$ cat src/rtl/vga_pkg.sv
// Shared VGA definitions: read-tag encoding and default ROM geometry.
package vga_pkg;

    localparam int VGA_ADDR_W = 16;
    localparam int VGA_DATA_W = 8;

    typedef enum logic [1:0] {
        TAG_NONE = 2'd0,
        TAG_VID  = 2'd1,
        TAG_AUX  = 2'd2
    } tag_e;

endpackage

$ cat src/rtl/vga_rom_arb_starve.sv
// Aux wait counter: saturating count of denied aux cycles plus a sticky
// starvation flag that only a grant can clear.
module vga_rom_arb_starve #(
    parameter int STARVE_MAX = 1023
) (
    input  logic clk_i,
    input  logic rst_ni,
    input  logic aux_req_i,
    input  logic aux_gnt_i,
    output logic aux_starve_o
);

    localparam int CW = $clog2(STARVE_MAX + 1);
    localparam logic [CW-1:0] CNT_MAX = CW'(STARVE_MAX);

    logic [CW-1:0] cnt_q, cnt_d;
    logic          starve_q, starve_d;
    logic          waiting;

    assign waiting = aux_req_i & ~aux_gnt_i;

    always_comb begin
        cnt_d    = '0;
        starve_d = starve_q;
        if (waiting)
            cnt_d = (cnt_q == CNT_MAX) ? cnt_q : cnt_q + 1'b1;
        // Flag becomes visible in the same cycle the counter shows CNT_MAX.
        if (aux_gnt_i)
            starve_d = 1'b0;
        else if (waiting && cnt_d == CNT_MAX)
            starve_d = 1'b1;
    end

    always_ff @(posedge clk_i or negedge rst_ni) begin
        if (!rst_ni) begin
            cnt_q    <= '0;
            starve_q <= 1'b0;
        end else begin
            cnt_q    <= cnt_d;
            starve_q <= starve_d;
        end
    end

    assign aux_starve_o = starve_q;

endmodule

$ cat src/rtl/vga_rom_arbiter.sv
// Two-port ROM arbiter: video has strict priority, aux fills the gaps.
// Two-stage pipeline: issue (rom_addr/rom_ce/tag) then tagged data capture.
module vga_rom_arbiter
    import vga_pkg::*;
#(
    parameter int ADDR_W     = VGA_ADDR_W,
    parameter int DATA_W     = VGA_DATA_W,
    parameter int STARVE_MAX = 1023
) (
    input  logic              clk_50MHz,
    input  logic              rst_n,
    input  logic              vid_req,
    input  logic [ADDR_W-1:0] vid_addr,
    output logic [DATA_W-1:0] vid_data,
    output logic              vid_valid,
    input  logic              aux_req,
    input  logic [ADDR_W-1:0] aux_addr,
    output logic              aux_gnt,
    output logic [DATA_W-1:0] aux_data,
    output logic              aux_valid,
    output logic              aux_starve,
    output logic [ADDR_W-1:0] rom_addr,
    output logic              rom_ce,
    input  logic [DATA_W-1:0] rom_data
);

    tag_e              win;
    logic [ADDR_W-1:0] win_addr;

    logic [ADDR_W-1:0] rom_addr_q, rom_addr_d;
    logic              rom_ce_q, rom_ce_d;
    tag_e              tag1_q, tag1_d;
    logic [DATA_W-1:0] vid_data_q, vid_data_d;
    logic [DATA_W-1:0] aux_data_q, aux_data_d;
    logic              vid_valid_q, vid_valid_d;
    logic              aux_valid_q, aux_valid_d;

    always_comb begin
        win      = TAG_NONE;
        win_addr = rom_addr_q;
        if (vid_req) begin
            win      = TAG_VID;
            win_addr = vid_addr;
        end else if (aux_req) begin
            win      = TAG_AUX;
            win_addr = aux_addr;
        end
    end

    assign aux_gnt = aux_req & ~vid_req;

    always_comb begin
        rom_addr_d  = win_addr;
        rom_ce_d    = (win != TAG_NONE);
        tag1_d      = win;
        vid_data_d  = vid_data_q;
        aux_data_d  = aux_data_q;
        vid_valid_d = 1'b0;
        aux_valid_d = 1'b0;
        // rom_data corresponds to the read issued on the previous edge.
        case (tag1_q)
            TAG_VID: begin
                vid_data_d  = rom_data;
                vid_valid_d = 1'b1;
            end
            TAG_AUX: begin
                aux_data_d  = rom_data;
                aux_valid_d = 1'b1;
            end
            default: ;
        endcase
    end

    always_ff @(posedge clk_50MHz or negedge rst_n) begin
        if (!rst_n) begin
            rom_addr_q  <= '0;
            rom_ce_q    <= 1'b0;
            tag1_q      <= TAG_NONE;
            vid_data_q  <= '0;
            aux_data_q  <= '0;
            vid_valid_q <= 1'b0;
            aux_valid_q <= 1'b0;
        end else begin
            rom_addr_q  <= rom_addr_d;
            rom_ce_q    <= rom_ce_d;
            tag1_q      <= tag1_d;
            vid_data_q  <= vid_data_d;
            aux_data_q  <= aux_data_d;
            vid_valid_q <= vid_valid_d;
            aux_valid_q <= aux_valid_d;
        end
    end

    vga_rom_arb_starve #(
        .STARVE_MAX (STARVE_MAX)
    ) u_starve (
        .clk_i        (clk_50MHz),
        .rst_ni       (rst_n),
        .aux_req_i    (aux_req),
        .aux_gnt_i    (aux_gnt),
        .aux_starve_o (aux_starve)
    );

    assign rom_addr  = rom_addr_q;
    assign rom_ce    = rom_ce_q;
    assign vid_data  = vid_data_q;
    assign vid_valid = vid_valid_q;
    assign aux_data  = aux_data_q;
    assign aux_valid = aux_valid_q;

endmodule
$ cat config.mk
export PLATFORM = sky130hd
export DESIGN_NAME = vga_rom_arbiter
export DESIGN_NICKNAME = d
export VERILOG_FILES = /design/src/rtl/vga_pkg.sv /design/src/rtl/vga_rom_arb_starve.sv /design/src/rtl/vga_rom_arbiter.sv
export SDC_FILE = /design/constraint.sdc
export NUM_CORES = 1
export LEC_CHECK = 0
export ABC_AREA = 0
export CAP_MARGIN = 20
export CORE_UTILIZATION = 30
export DETAILED_ROUTE_END_ITERATION = 7
export PLACE_DENSITY = 0.58
export SLEW_MARGIN = 20
export SYNTH_ARGS = -nofsm -noshare
export SYNTH_HDL_FRONTEND = slang
export SYNTH_SLANG_ARGS = --single-unit
export TNS_END_PERCENT = 20
$ cat constraint.sdc
create_clock -name clk_50MHz -period 2.3 [get_ports clk_50MHz]
set_clock_uncertainty 0.1 [all_clocks]
set_input_delay 0.46 -clock clk_50MHz [delete_from_list [all_inputs] [get_ports clk_50MHz]]
set_output_delay 0.46 -clock clk_50MHz [all_outputs]
set_load 0.1 [all_outputs]
==> summary.txt, run 1 <==
Clock tree
  – Htree depth: 2
  – Skew-Pair Late Insertion Delay: 290 ps
  – Setup bufs post-CTS: 0
  – CTS Buf Count: 5
  – PostCTS Resize Cnt: 0
  – CTS Hold Bufs: 0
  – Clock Sinks: 48
  – Worst-case clock buffer depth: 2
  – CTS tree: built
  – Clock transition at the registers of the reported paths: ~90 ps
  – Root Driver: clkbuf_8

Place
  – Dpl hpwl: 3.561 mm
  – I/O Buffers: 80
  – DP Cell Count: ~340
  – Routability Congestion: between 0.7 and 0.8

STA
  – Smallest hold slack: between 70 and 80 ps
  – Slew headroom: 0.5897
  – RSZ-0062 raised after global routing: no
  – Final setup viols: 0
  – Final Max Slew Viols: 0
  – Setup_tns: 0 ps
  – Fin crit period: around 2000 ps
  – Tcrit/Tclk final: 0.8662
  – Final Hold Vio Count: 0
  – Fmax: approximately 500 MHz
  – Worst slew pin tran: slightly above 600 ps

Min path
  – Worst hold path class: input pin to asynchronous set/reset pin

Finish
  – Fillers: around 660
  – Sequential Area: 0.001201 mm²
  – Final cell count without fillers: 343
  – Synthesis-to-layout area growth: 44.42%
  – ANT cells: 0
  – Fraction of layout cells with a size suffix above 1: 0.2395
  – Post-layout nets: a little over 300
  – Area taken by multi-input logic gates: between 800 and 900 µm²

Critical path
  – Setup crit start kind: input pin
  – CP Capture Type: output pin
  – CP max-delay cell: clkdlybuf4s50_1
  – CP required: approximately 1700 ps
  – Setup CP Type: input pin to output pin
  – Cell-by-cell trace of the critical path: clkdlybuf4s50_1 -> nor2b_2 -> buf_12
  – Critical path peak fanout: 4
  – Arr. time, crit path: approximately 1400 ps
  – Largest stage delay, worst path: ~510 ps

Floorplanning
  – Placeable Area: between 0.006 and 0.007 mm²
  – Die width: 85.58 µm
  – Row count: 30
  – Die Ht: 85.58 µm
  – Initial Util: 0.3102
  – Die area: 0.007324 mm²
  – # IOs: between 80 and 90

Pwr
  – Comb pwr share: 0.382
  – Pwr dens: ~790 mW/mm²
  – Pint: between 1 and 1.5 mW
  – Static Leak: ~1.4 nW
  – P_sw: between 0.9 and 1 mW
  – Sequential share of power: 0.403
  – Clock power share: 0.215
  – Sw frac: 0.4172
  – Total power: between 2 and 2.5 mW
  – IR drop worst, VDD: 0.0002353 V

GRT
  – Remaining global-route overflow: 0
  – Number of global-route vias before repair: between 1,500 and 2,000
  – First-pass GRT wire length: about 7.8 mm
  – Pin count of the biggest net entering global routing: 28
  – Overall routing resource usage: 0.1369
  – Initial antenna violation count: 0

Synthesis
  – Most used DFF post-synth: dfrtp_1
  – Sequential-to-total area share from yosys stat: 0.5731
  – Post-synth top area share: 0.5731
  – Post-Synthesis Cells: 178
  – Syn. warnings: 0
  – Async SR Flop Fraction: 1.000
  – Syn Nets: ~220
  – Top cells by area, synth: dfrtp_1 57%, mux2i_1 8.6%, mux2_1 6.4%
  – Syn Std Cell Area: 0.002096 mm²
  – Cell taking the most area after synthesis: dfrtp_1
  – Post-Syn Area per Cell: 11.77 µm²
  – Flops & latches, synth: 48
  – Synth unique cells: 35
  – Number of synthesized flops with an enable pin: 0

Routing
  – DR vias: roughly 1,600
  – Drt pass-1 iters: 4
  – Final wirelength: between 4 and 5 mm
  – Remaining routing DRC violations: 0
  – Wirelength per Cell: 13.83 µm
  – Post-DR vias/cell: roughly 4.7
  – Initial drt markers: 64
  – Final ANT Viol Nets: 0

Outcome
  – Outcome: completed

Job
  – Max-cap viol count: 0
## critical path: cells and delay by family
kind | cells | cell delay (ps)
buffers and inverters | 2 | 710
and+or+nand+nor | 1 | 250
## Yosys cell counts, types with 2 or more instances
master    instances
buf_4             3
nand3_1           6
a211oi_2          2
nand4_1           2
a31oi_1           4
nand2b_1          2
nand2_1          21
mux2_2            4
nor3_1            4
mux2i_1          18
nor2_1            7
mux2_1           12
clkbuf_1          5
dfrtp_1          48
inv_1             2
o21ai_1          17
nor2b_1           2
buf_2             2
## state kept, by name (all words and copies together), names as in the netlist
register,flops
aux_data,8
aux_valid,1
rom_addr,16
rom_ce,1
tag1_q,2
u_starve.aux_starve_o,1
u_starve.cnt_q,10
vid_data,8
vid_valid,1
## layout by cell type, fill, tap and decap left out, types with 2 or more instances in the layout
| cell type | Yosys | final |
|---|---|---|
| a211oi_2 | 2 | 2 |
| o21ai_1 | 17 | 17 |
| mux2_2 | 4 | 4 |
| mux2i_1 | 18 | 18 |
| nand3_1 | 6 | 6 |
| nor2_1 | 7 | 7 |
| nand4_1 | 2 | 2 |
| clkdlybuf4s50_1 | 0 | 42 |
| nor3_1 | 4 | 4 |
| clkbuf_8 | 0 | 6 |
| nand2_1 | 21 | 21 |
| a31oi_1 | 4 | 4 |
| buf_4 | 3 | 43 |
| inv_1 | 2 | 2 |
| buf_12 | 0 | 2 |
| nand2b_1 | 2 | 2 |
| mux2_1 | 12 | 12 |
| dfrtp_1 | 48 | 48 |
## cell type report
type                            instances  share of cell area
Tap cell                               80             0.03307
Inverter                                2            0.002480
Clock buffer                            6             0.02728
Timing Repair Buffer                   88              0.2604
Multi-Input combinational cell        118              0.2770
Clock inverter                          1            0.002894
Sequential cell                        48              0.3969
## per-stage QoR
stage | setup WS, ps | utilization | instance area (µm²)
after global routing | 240.6 | 0.4480 | 3027
after floorplan | 241.0 | - | 2098
after detailed placement | 196.0 | 0.4344 | 2935
after global placement | 271.3 | 0.4344 | 2935
after CTS | 299.8 | 0.4480 | 3027
final | 307.7 | 0.4480 | 3027
## cell families after synthesis
logic type,share of synthesized area
muxes,0.1719
AOI/OAI and AO/OA,0.08955
and+or+nand+nor,0.1272
buffers and inverters,0.02806
adders and majority gates,0.005969
xor gates and xnor gates,0.004180
DFF,0.5731
## worst paths after layout
| kind | slack (ps) | end | cells past startpoint | start |
|---|---|---|---|---|
| max in group asynchronous | 1480 | u_starve.cnt_q[1] | 2 | rst_n |
| worst max-delay path | 310 | aux_gnt | 3 | aux_req |
| worst max register to register | 550 | u_starve.aux_starve_o | 6 | u_starve.cnt_q[0] |
| min in group clk_50MHz | 390 | vid_data[0] | 1 | vid_data[0] |
| worst min-delay path | 70 | rom_addr[14] | 1 | rst_n |
| worst min register to register | 390 | vid_data[0] | 1 | vid_data[0] |
## power groups by stage
stage	clock, mW	sequential (mW)	combinational (mW)
2_1_floorplan	0	1.52	0.111
3_3_place_gp	0	0.976	0.916
3_5_place_dp	0	0.977	0.919
4_1_cts	0.533	0.961	0.919
5_1_grt	0.572	0.970	0.944
6_report	0.512	0.960	0.911
## routing by layer
metal / wire length, µm / up-vias / share of wire / GRT usage
met1: 2165 / 775 / 0.46 / 0.1815
met5: 0 / - / 0 / 0
met2: 2384 / 32 / 0.50 / 0.2211
met3: 162 / 2 / 0.034 / 0.03850
li1: - / 805 / - / -
met4: 29 / 0 / 0.0061 / 0.03636
Power figures use the tool's default switching activity.
==> run 2: changes to the inputs <==
Settings changed: CAP_MARGIN 20 to 0, CORE_UTILIZATION 30 to 35, PLACE_DENSITY 0.58 to 0.66.
==> run 2 against run 1 <==
Final area is 0.83% lower. Non-clock buffer count decreased by 2. Critical path type unchanged. Highest routed layer unchanged. Clock power about the same. Final cell count fell by 2.9%.
==> summary.txt, run 2 (synthesized netlist as in run 1, its figures left out) <==
Place
  – Routability Congestion: 0.7884 (-0.29%)
  – Dpl hpwl: 3.557 mm (-0.10%)
  – DP Cell Count: 326 (-3.0%)
  – I/O Buffers: 80 (unchanged)

STA
  – Slew headroom: 0.6218 (+0.03204)
  – Tcrit/Tclk final: 0.8600 (-0.006179)
  – RSZ-0062 raised after global routing: no
  – Worst slew pin tran: 567.3 ps (-48.06 ps)
  – Fin crit period: 1978 ps (-14.21 ps)
  – Final setup viols: 0 (unchanged)
  – Setup_tns: 0 ps (unchanged)
  – Final Max Slew Viols: 0 (unchanged)
  – Final Hold Vio Count: 0 (unchanged)
  – Fmax: 505.5 MHz (+0.72%)

Pwr
  – Pint: 1.387 mW (-0.17%)
  – Static Leak: 1.354 nW (-0.68%)
  – Clock power share: 0.215 (about the same)
  – P_sw: 0.9963 mW (+0.21%)
  – Sw frac: 0.4181 (+0.0009211)
  – Sequential share of power: 0.403 (about the same)
  – IR drop worst, VDD: 0.0005402 V (+130%)
  – Pwr dens: 793.9 mW/mm² (+0.82%)
  – Comb pwr share: 0.382 (about the same)

Finish
  – Synthesis-to-layout area growth: 43.22%
  – Final cell count without fillers: 333 (-2.9%)
  – Leading cell types in the layout, fill and taps excluded: 48 x dfrtp_1, 42 x clkdlybuf4s50_1, 41 x buf_4
  – Fillers: 499 (-25%)
  – Commonest non-fill, non-tap cell in the layout: dfrtp_1
  – Fraction of layout cells with a size suffix above 1: 0.2337 (-0.005827)
  – ANT cells: 0 (unchanged)
  – Post-layout nets: 306 (-0.65%)
  – Max reg flops: 16 (unchanged)

Floorplanning
  – Die width: 79.38 µm (-7.2%)
  – # IOs: 81 (unchanged)
  – Initial Util: 0.3715 (+0.06129)
  – Die area: 0.006301 mm² (-14%)
  – Placeable Area: 0.005642 mm² (-17%)
  – Die Ht: 79.38 µm (-7.2%)
  – Row count: 27 (-10%)

GRT
  – Initial antenna violation count: 0 (unchanged)
  – Number of global-route vias before repair: 1,545 (-2.8%)
  – First-pass GRT wire length: 7.424 mm (-5.1%)
  – Pin count of the biggest net entering global routing: 26 (-7.1%)
  – Remaining global-route overflow: 0 (unchanged)
  – Overall routing resource usage: 0.1575 (+0.02057)

Clock tree
  – CTS Buf Count: 5 (unchanged)
  – CTS Hold Bufs: 0 (unchanged)
  – PostCTS Resize Cnt: 0 (unchanged)
  – CTS tree: built
  – Worst-case clock buffer depth: 2 (unchanged)
  – Clock Sinks: 48 (unchanged)
  – Skew-Pair Late Insertion Delay: 300 ps (about the same)
  – Setup bufs post-CTS: 0 (unchanged)
  – Root Driver: clkbuf_8
  – Htree depth: 2 (unchanged)
  – Clock transition at the registers of the reported paths: 90 ps (about the same)

Routing
  – Detail Route met3 WL: 226 µm (+40%)
  – DR vias: 1,627 (+0.81%)
  – Post-DR vias/cell: 4.886 (+3.8%)
  – Wirelength per Cell: 14.19 µm (+2.6%)
  – Final ANT Viol Nets: 0 (unchanged)
  – Drt pass-1 iters: 4 (unchanged)
  – DR WL met2: 2.240 mm (-6.0%)
  – Top Layer Used: met4
  – M1 wire length: 2.138 mm (-1.2%)
  – Remaining routing DRC violations: 0 (unchanged)
  – Initial drt markers: 46 (-28%)
  – Final wirelength: 4.724 mm (-0.38%)

Job
  – Max-cap viol count: 0 (unchanged)

Min path
  – Worst hold path class: input pin to asynchronous set/reset pin

Critical path
  – Setup CP Type: input pin to output pin
  – Setup crit start kind: input pin
  – CP required: 1740 ps (about the same)
  – Arr. time, crit path: 1420 ps (about the same)
  – CP Capture Type: output pin
  – Critical path peak fanout: 3 (-1)

Outcome
  – Outcome: completed
-- run 2: changes by cell type in the layout (fill, tap and decap cells not counted), sizes merged --
cell | previous run | this run
buf | 46 | 44
-- run 2: through the flow --
stage | worst slack, ps | cell area [µm²] | utilization | hold slack (ps) | total power, mW
2_1_floorplan | 241.0 | 2098 | - | 64.41 | 1.634
3_3_place_gp | 249.6 | 2910 | 0.5159 | 373.2 | 1.889
3_5_place_dp | 215.7 | 2910 | 0.5159 | 380.7 | 1.895
4_1_cts | 308.3 | 3002 | 0.5320 | 55.84 | 2.424
5_1_grt | 249.3 | 3002 | 0.5320 | 78.48 | 2.489
6_report | 321.9 | 3002 | 0.5320 | 47.27 | 2.383
-- run 2: final cells by class --
class / count / area (µm²) / share of cell area
clock buffer: 6 / 82.58 / 0.02751
clock inverter: 1 / 8.758 / 0.002918
inverter: 2 / 7.507 / 0.002501
multi-input combinational: 118 / 838.3 / 0.2793
sequential: 48 / 1201 / 0.4002
tap: 72 / 90.09 / 0.03001
timing repair buffer: 86 / 773.2 / 0.2576
-- run 2: final timing paths --
check / startpoint / to / slack [ps] / cells after the start
min reg2reg: vid_data[7] / vid_data[7] / 400 / 1
max in group asynchronous: rst_n / aux_data[1] / 1520 / 2
min in group clk_50MHz: vid_data[7] / vid_data[7] / 400 / 1
min: rst_n / tag1_q[1] / 50 / 1
max: aux_req / aux_gnt / 320 / 3
max reg2reg: u_starve.cnt_q[0] / u_starve.aux_starve_o / 510 / 6
-- run 2: worst max-delay path, cell delays in order --
cell and delay (ps):
clkdlybuf4s50_1 500, nor2b_2 250, buf_12 210
-- run 2: per-layer routing --
layer | vias up | GRT usage
met5 | - | 0
met4 | 0 | 0.06909
met3 | 9 | 0.03086
met2 | 58 | 0.2422
met1 | 763 | 0.2153
li1 | 797 | -
-- run 2: power by group through the flow --
| stage | clock network, mW | registers [mW] | logic, mW |
|---|---|---|---|
| after detailed placement | 0 | 0.978 | 0.917 |
| after global routing | 0.575 | 0.971 | 0.943 |
| final | 0.513 | 0.960 | 0.910 |
| after floorplan | 0 | 1.52 | 0.111 |
| after global placement | 0 | 0.976 | 0.913 |
| after CTS | 0.545 | 0.961 | 0.918 |
==> patch 1, RTL diff (settings of run 1) <==
Set the package constant `VGA_ADDR_W` to 17 (it was 16).
--- a/src/rtl/vga_pkg.sv
+++ b/src/rtl/vga_pkg.sv
@@ -1,7 +1,7 @@
 // Shared VGA definitions: read-tag encoding and default ROM geometry.
 package vga_pkg;
 
-    localparam int VGA_ADDR_W = 16;
+    localparam int VGA_ADDR_W = 17;
     localparam int VGA_DATA_W = 8;
 
     typedef enum logic [1:0] {
Ports: changed (resized aux_addr, rom_addr and vid_addr); port bits go from 81 to 84. The function was not compared with the original's and may differ.
==> patch 1 against run 1 <==
Core utilization increased by 1.4 points; critical path type unchanged; highest routed layer unchanged; critical path depth unchanged; sequential cell count increased by 1; largest power group unchanged; design area increased by 4.8%; maximum frequency is 1.2% lower; setup slack worse by 0.025 ns; power up 11%; die area up 2.7%; area after synthesis up 2.8%; largest cell class unchanged; count of clock-buffer cells in the layout is 1 lower; routed wire length rose by 7.6%.
==> patch 1: results (changes against run 1) <==
[layout]
multi_input_area_um2=868.3  ; +3.6%
drive_above_1_share=0.2333  ; -0.006210
clk_share=0.04341  ; +0.01323
buf_share=0.2557  ; -0.004716
largest_register_ffs=17  ; +1
final_nets=316  ; +2.6%
utilization=0.4616  ; +0.01360
layoutNonFillerInstCount=366  ; +6.7%
clock_buffers=5  ; -1
count_of_fill_cells_added_during_filler_insertion=655  ; -1.4%
seqCellArea_mm2=0.001226  ; +2.1%

[placed_design]
placed_cells=357  ; +6.3%
io_buffers=83  ; +3.8%
postPlaceCellArea_mm2=0.003023  ; +3.0%
pre_cts_slack_ns=0.1968  ; +0.0007650 ns
detailedPlacementHpwl_um=3809  ; +7.0%

[setup_path]
ff2ff_setup_slack_ns=0.46  ; -0.09 ns
slowest_delay_ns=0.54  ; +0.03 ns
arrival_time_worst_endpoint_ns=1.46  ; +0.03 ns

[synthesis]
synth.area.mux_share=0.1719  ; about the same
synthTopCellsByArea=sky130_fd_sc_hd__dfrtp_1, sky130_fd_sc_hd__mux2i_1, sky130_fd_sc_hd__mux2_1, sky130_fd_sc_hd__o21ai_1, sky130_fd_sc_hd__nand2_1
post_synth_fa_ha_maj_area_fraction=0.005807  ; -0.0001629
syn-num-nets=229  ; +2.7%
synth-compound-area-share=0.09001  ; +0.0004594
synth.top_cells.by_count=sky130_fd_sc_hd__dfrtp_1, sky130_fd_sc_hd__nand2_1, sky130_fd_sc_hd__mux2i_1, sky130_fd_sc_hd__o21ai_1, sky130_fd_sc_hd__mux2_1
synth_xor_area_frac=0.004065  ; -0.0001141
part_of_the_yosys_area_used_for_sequential_elements=0.5691  ; -0.004029

[power_and_ir_drop]
max-vdd-ir-drop_uv=254.1  ; +8.0%
power_leakage_uw=0.001418  ; +4.0%
internal-power_uw=1609  ; +16%

[global_route]
grt.met2_usage=0.2323  ; +0.01123
track_usage=0.1384  ; +0.001497
met1_usage=0.1790  ; -0.002515
global_route_wire_length_before_repair_um=8128  ; +3.9%
grt_max_degree=37  ; +32%
groute.layer.met3.usage=0.02381  ; -0.01469

[die]
fp.coreArea_mm2=0.006869  ; +1.7%

[outcome]
outcome=complete, no violations

[route]
first_iter_violations=109  ; +70%
wl_met1_um=2298  ; +6.1%
drt-vias-per-instance=4.612  ; -2.0%
routed-wl-met2_um=2555  ; +7.2%
route.detailed.wl_per_inst_um=13.95  ; +0.87%
route.met3.wl_um=185  ; +14%

[hold_path]
worst_hold_path_type=reg2reg
hold_path.startpoint=vid_data[2]

[sta]
timing_worst_slew_pin_value_ns=0.4721  ; -0.1433 ns
hold_ws_ns=0.3943  ; +0.3232 ns

[clock_tree]
cts.hold.buffers_added=1  ; +1

## patch 1: changes by cell type after synthesis, sizes merged
| cell | run 1 | this run |
|---|---|---|
| dfrtp | 48 | 49 |
| mux2i | 18 | 19 |
| nand2 | 21 | 22 |
| o21ai | 17 | 18 |
## patch 1: power by group through the flow
stage	clock network [uW]	logic (uW)	registers [uW]
2_1_floorplan	0	111	1560
3_3_place_gp	0	936	995
3_5_place_dp	0	941	998
4_1_cts	778	942	980
5_1_grt	805	970	990
6_report	742	935	979
## patch 1: logic make-up (layout without fill, tap and decap cells)
logic type | Yosys count | count (layout)
AND/OR/NAND/NOR | 54 | 54
multiplexers | 35 | 35
XOR/XNOR | 1 | 1
flip-flops | 49 | 49
buffers and inverters | 12 | 100
AO/OA/AOI/OAI | 30 | 30
adder cells (fa/ha/maj) | 1 | 1
## patch 1: worst max-delay path: cells and delay by family
kind	cells	cell delay (ns)
AND/OR/NAND/NOR	1	0.25
buffers and inverters	2	0.74
==> patch 2, RTL diff (flow settings as in run 1) <==
Made on the original files. Make the reset (`rst_n` and `rst_ni`) synchronous in 2 clocked blocks.
--- a/src/rtl/vga_rom_arb_starve.sv
+++ b/src/rtl/vga_rom_arb_starve.sv
@@ -31,7 +31,7 @@
             starve_d = 1'b1;
     end
 
-    always_ff @(posedge clk_i or negedge rst_ni) begin
+    always_ff @(posedge clk_i) begin
         if (!rst_ni) begin
             cnt_q    <= '0;
             starve_q <= 1'b0;
--- a/src/rtl/vga_rom_arbiter.sv
+++ b/src/rtl/vga_rom_arbiter.sv
@@ -71,7 +71,7 @@
         endcase
     end
 
-    always_ff @(posedge clk_50MHz or negedge rst_n) begin
+    always_ff @(posedge clk_50MHz) begin
         if (!rst_n) begin
             rom_addr_q  <= '0;
             rom_ce_q    <= 1'b0;
Formal check against the unedited RTL: differs if rst_n is asserted again (counterexample within 4 cycles, from zero or initial values and one cycle with rst_n low); with rst_n held inactive, the same outputs for 10 cycles.
==> patch 2 against run 1 <==
The run now ends with design-rule violations left; routed wire length increased by 3.8%; design area decreased by 3.2%; area after synthesis down 3.5%; sequential cell count unchanged; first-iteration DRC count is 27% higher; setup slack got worse by 0.038 ns; power shrank 21%; critical path type unchanged; critical endpoint unchanged; largest cell class is now multi-input combinational cells.
==> patch 2: results (changes against run 1) <==
[layout]
final_nets=366  ; +19%
drive_above_1_share=0.1832  ; -0.05631
seqCellArea_um2=960.9  ; -20%
count_of_fill_cells_added_during_filler_insertion=645  ; -2.9%

[placed_design]
pre_cts_slack_ns=0.2649  ; +0.06886 ns
postPlaceCellArea_mm2=0.002836  ; -3.4%
placed_cells=391  ; +16%
detailedPlacementHpwl_um=3522  ; -1.1%

[setup_path]
path_max_fanout=6  ; +2
cp-startpoint=vid_req
reg2reg_from=u_starve.cnt_q[0]
worst-r2r-cell-count=5  ; -1
slowest_delay_ns=0.53  ; +0.02 ns

[global_route]
grt_max_degree=36  ; +29%
track_usage=0.1403  ; +0.003350
number_of_global_route_vias_before_repair=1689  ; +6.3%
met1_usage=0.1830  ; +0.001500
global_route_wire_length_before_repair_um=8038  ; +2.7%
groute.layer.met3.usage=0.04451  ; +0.006012
grt.met2_usage=0.2206  ; -0.0005246

[power_and_ir_drop]
swShare=0.3304  ; -0.08676
pwr-share-clk=0.279  ; +0.064
power_leakage_uw=0.001180  ; -13%

[synthesis]
part_of_the_yosys_area_used_for_sequential_elements=0.4752  ; -0.09789
synth.area.mux_share=0.08663  ; -0.08531
synth_cell_type_count=38  ; +8.6%
synth.top_cells.by_count=sky130_fd_sc_hd__dfxtp_1, sky130_fd_sc_hd__nor2_1, sky130_fd_sc_hd__nand2_1, sky130_fd_sc_hd__a21oi_1, sky130_fd_sc_hd__mux2i_1
synth_xor_area_frac=0.008663  ; +0.004484
post_synth_fa_ha_maj_area_fraction=0.006188  ; +0.0002180
syn-num-nets=287  ; +29%
asyncSetResetFlopFracSynth=0  ; -1.000
syn_avg_cell_area_um2=8.355  ; -29%
synthTopCellsByArea=sky130_fd_sc_hd__dfxtp_1, sky130_fd_sc_hd__a21oi_1, sky130_fd_sc_hd__mux2i_1, sky130_fd_sc_hd__nor2_1, sky130_fd_sc_hd__nand2_1

[route]
wl_met1_um=2373  ; +9.6%
routed-wl-met2_um=2135  ; -10%
drtPass1Iterations=6  ; +2
remaining_drc_errors=14  ; +14
dr_total_vias=1858  ; +15%
route.met3.wl_um=358  ; +120%
first_iter_violations=81  ; +27%

[sta]
hold_ws_ns=0.3591  ; +0.2879 ns
post-route-worst-setup-slack_ns=0.2698  ; -0.03790 ns

[outcome]
outcome=finished with violations
failed_checks=design-rule violations

==> patch 2: cell types whose count changed after synthesis, moves of 12 or more <==
cell	delta
sky130_fd_sc_hd__nand2_1	+18
sky130_fd_sc_hd__dfxtp_1	+48
sky130_fd_sc_hd__dfrtp_1	-48
sky130_fd_sc_hd__mux2_1	-12
sky130_fd_sc_hd__a21oi_1	+36
sky130_fd_sc_hd__nor2_1	+33
sky130_fd_sc_hd__o21ai_1	-17
==> patch 2: worst register-to-register path, stage by stage, from the launching register on <==
cell and delay [ns]:
sky130_fd_sc_hd__dfxtp_1 0.42, sky130_fd_sc_hd__ha_1 0.35, sky130_fd_sc_hd__nand3_2 0.16, sky130_fd_sc_hd__nor2_2 0.24, sky130_fd_sc_hd__mux2_4 0.33, sky130_fd_sc_hd__o22ai_2 0.10
==> patch 2: layout make-up <==
type	count	area share
multi-input cells	178	0.3403
repair buffers	85	0.2630
well taps	77	0.03288
clock inverters	1	0.002562
clock buffers	7	0.02946
inverters	3	0.003843
flip-flops and latches	48	0.3279
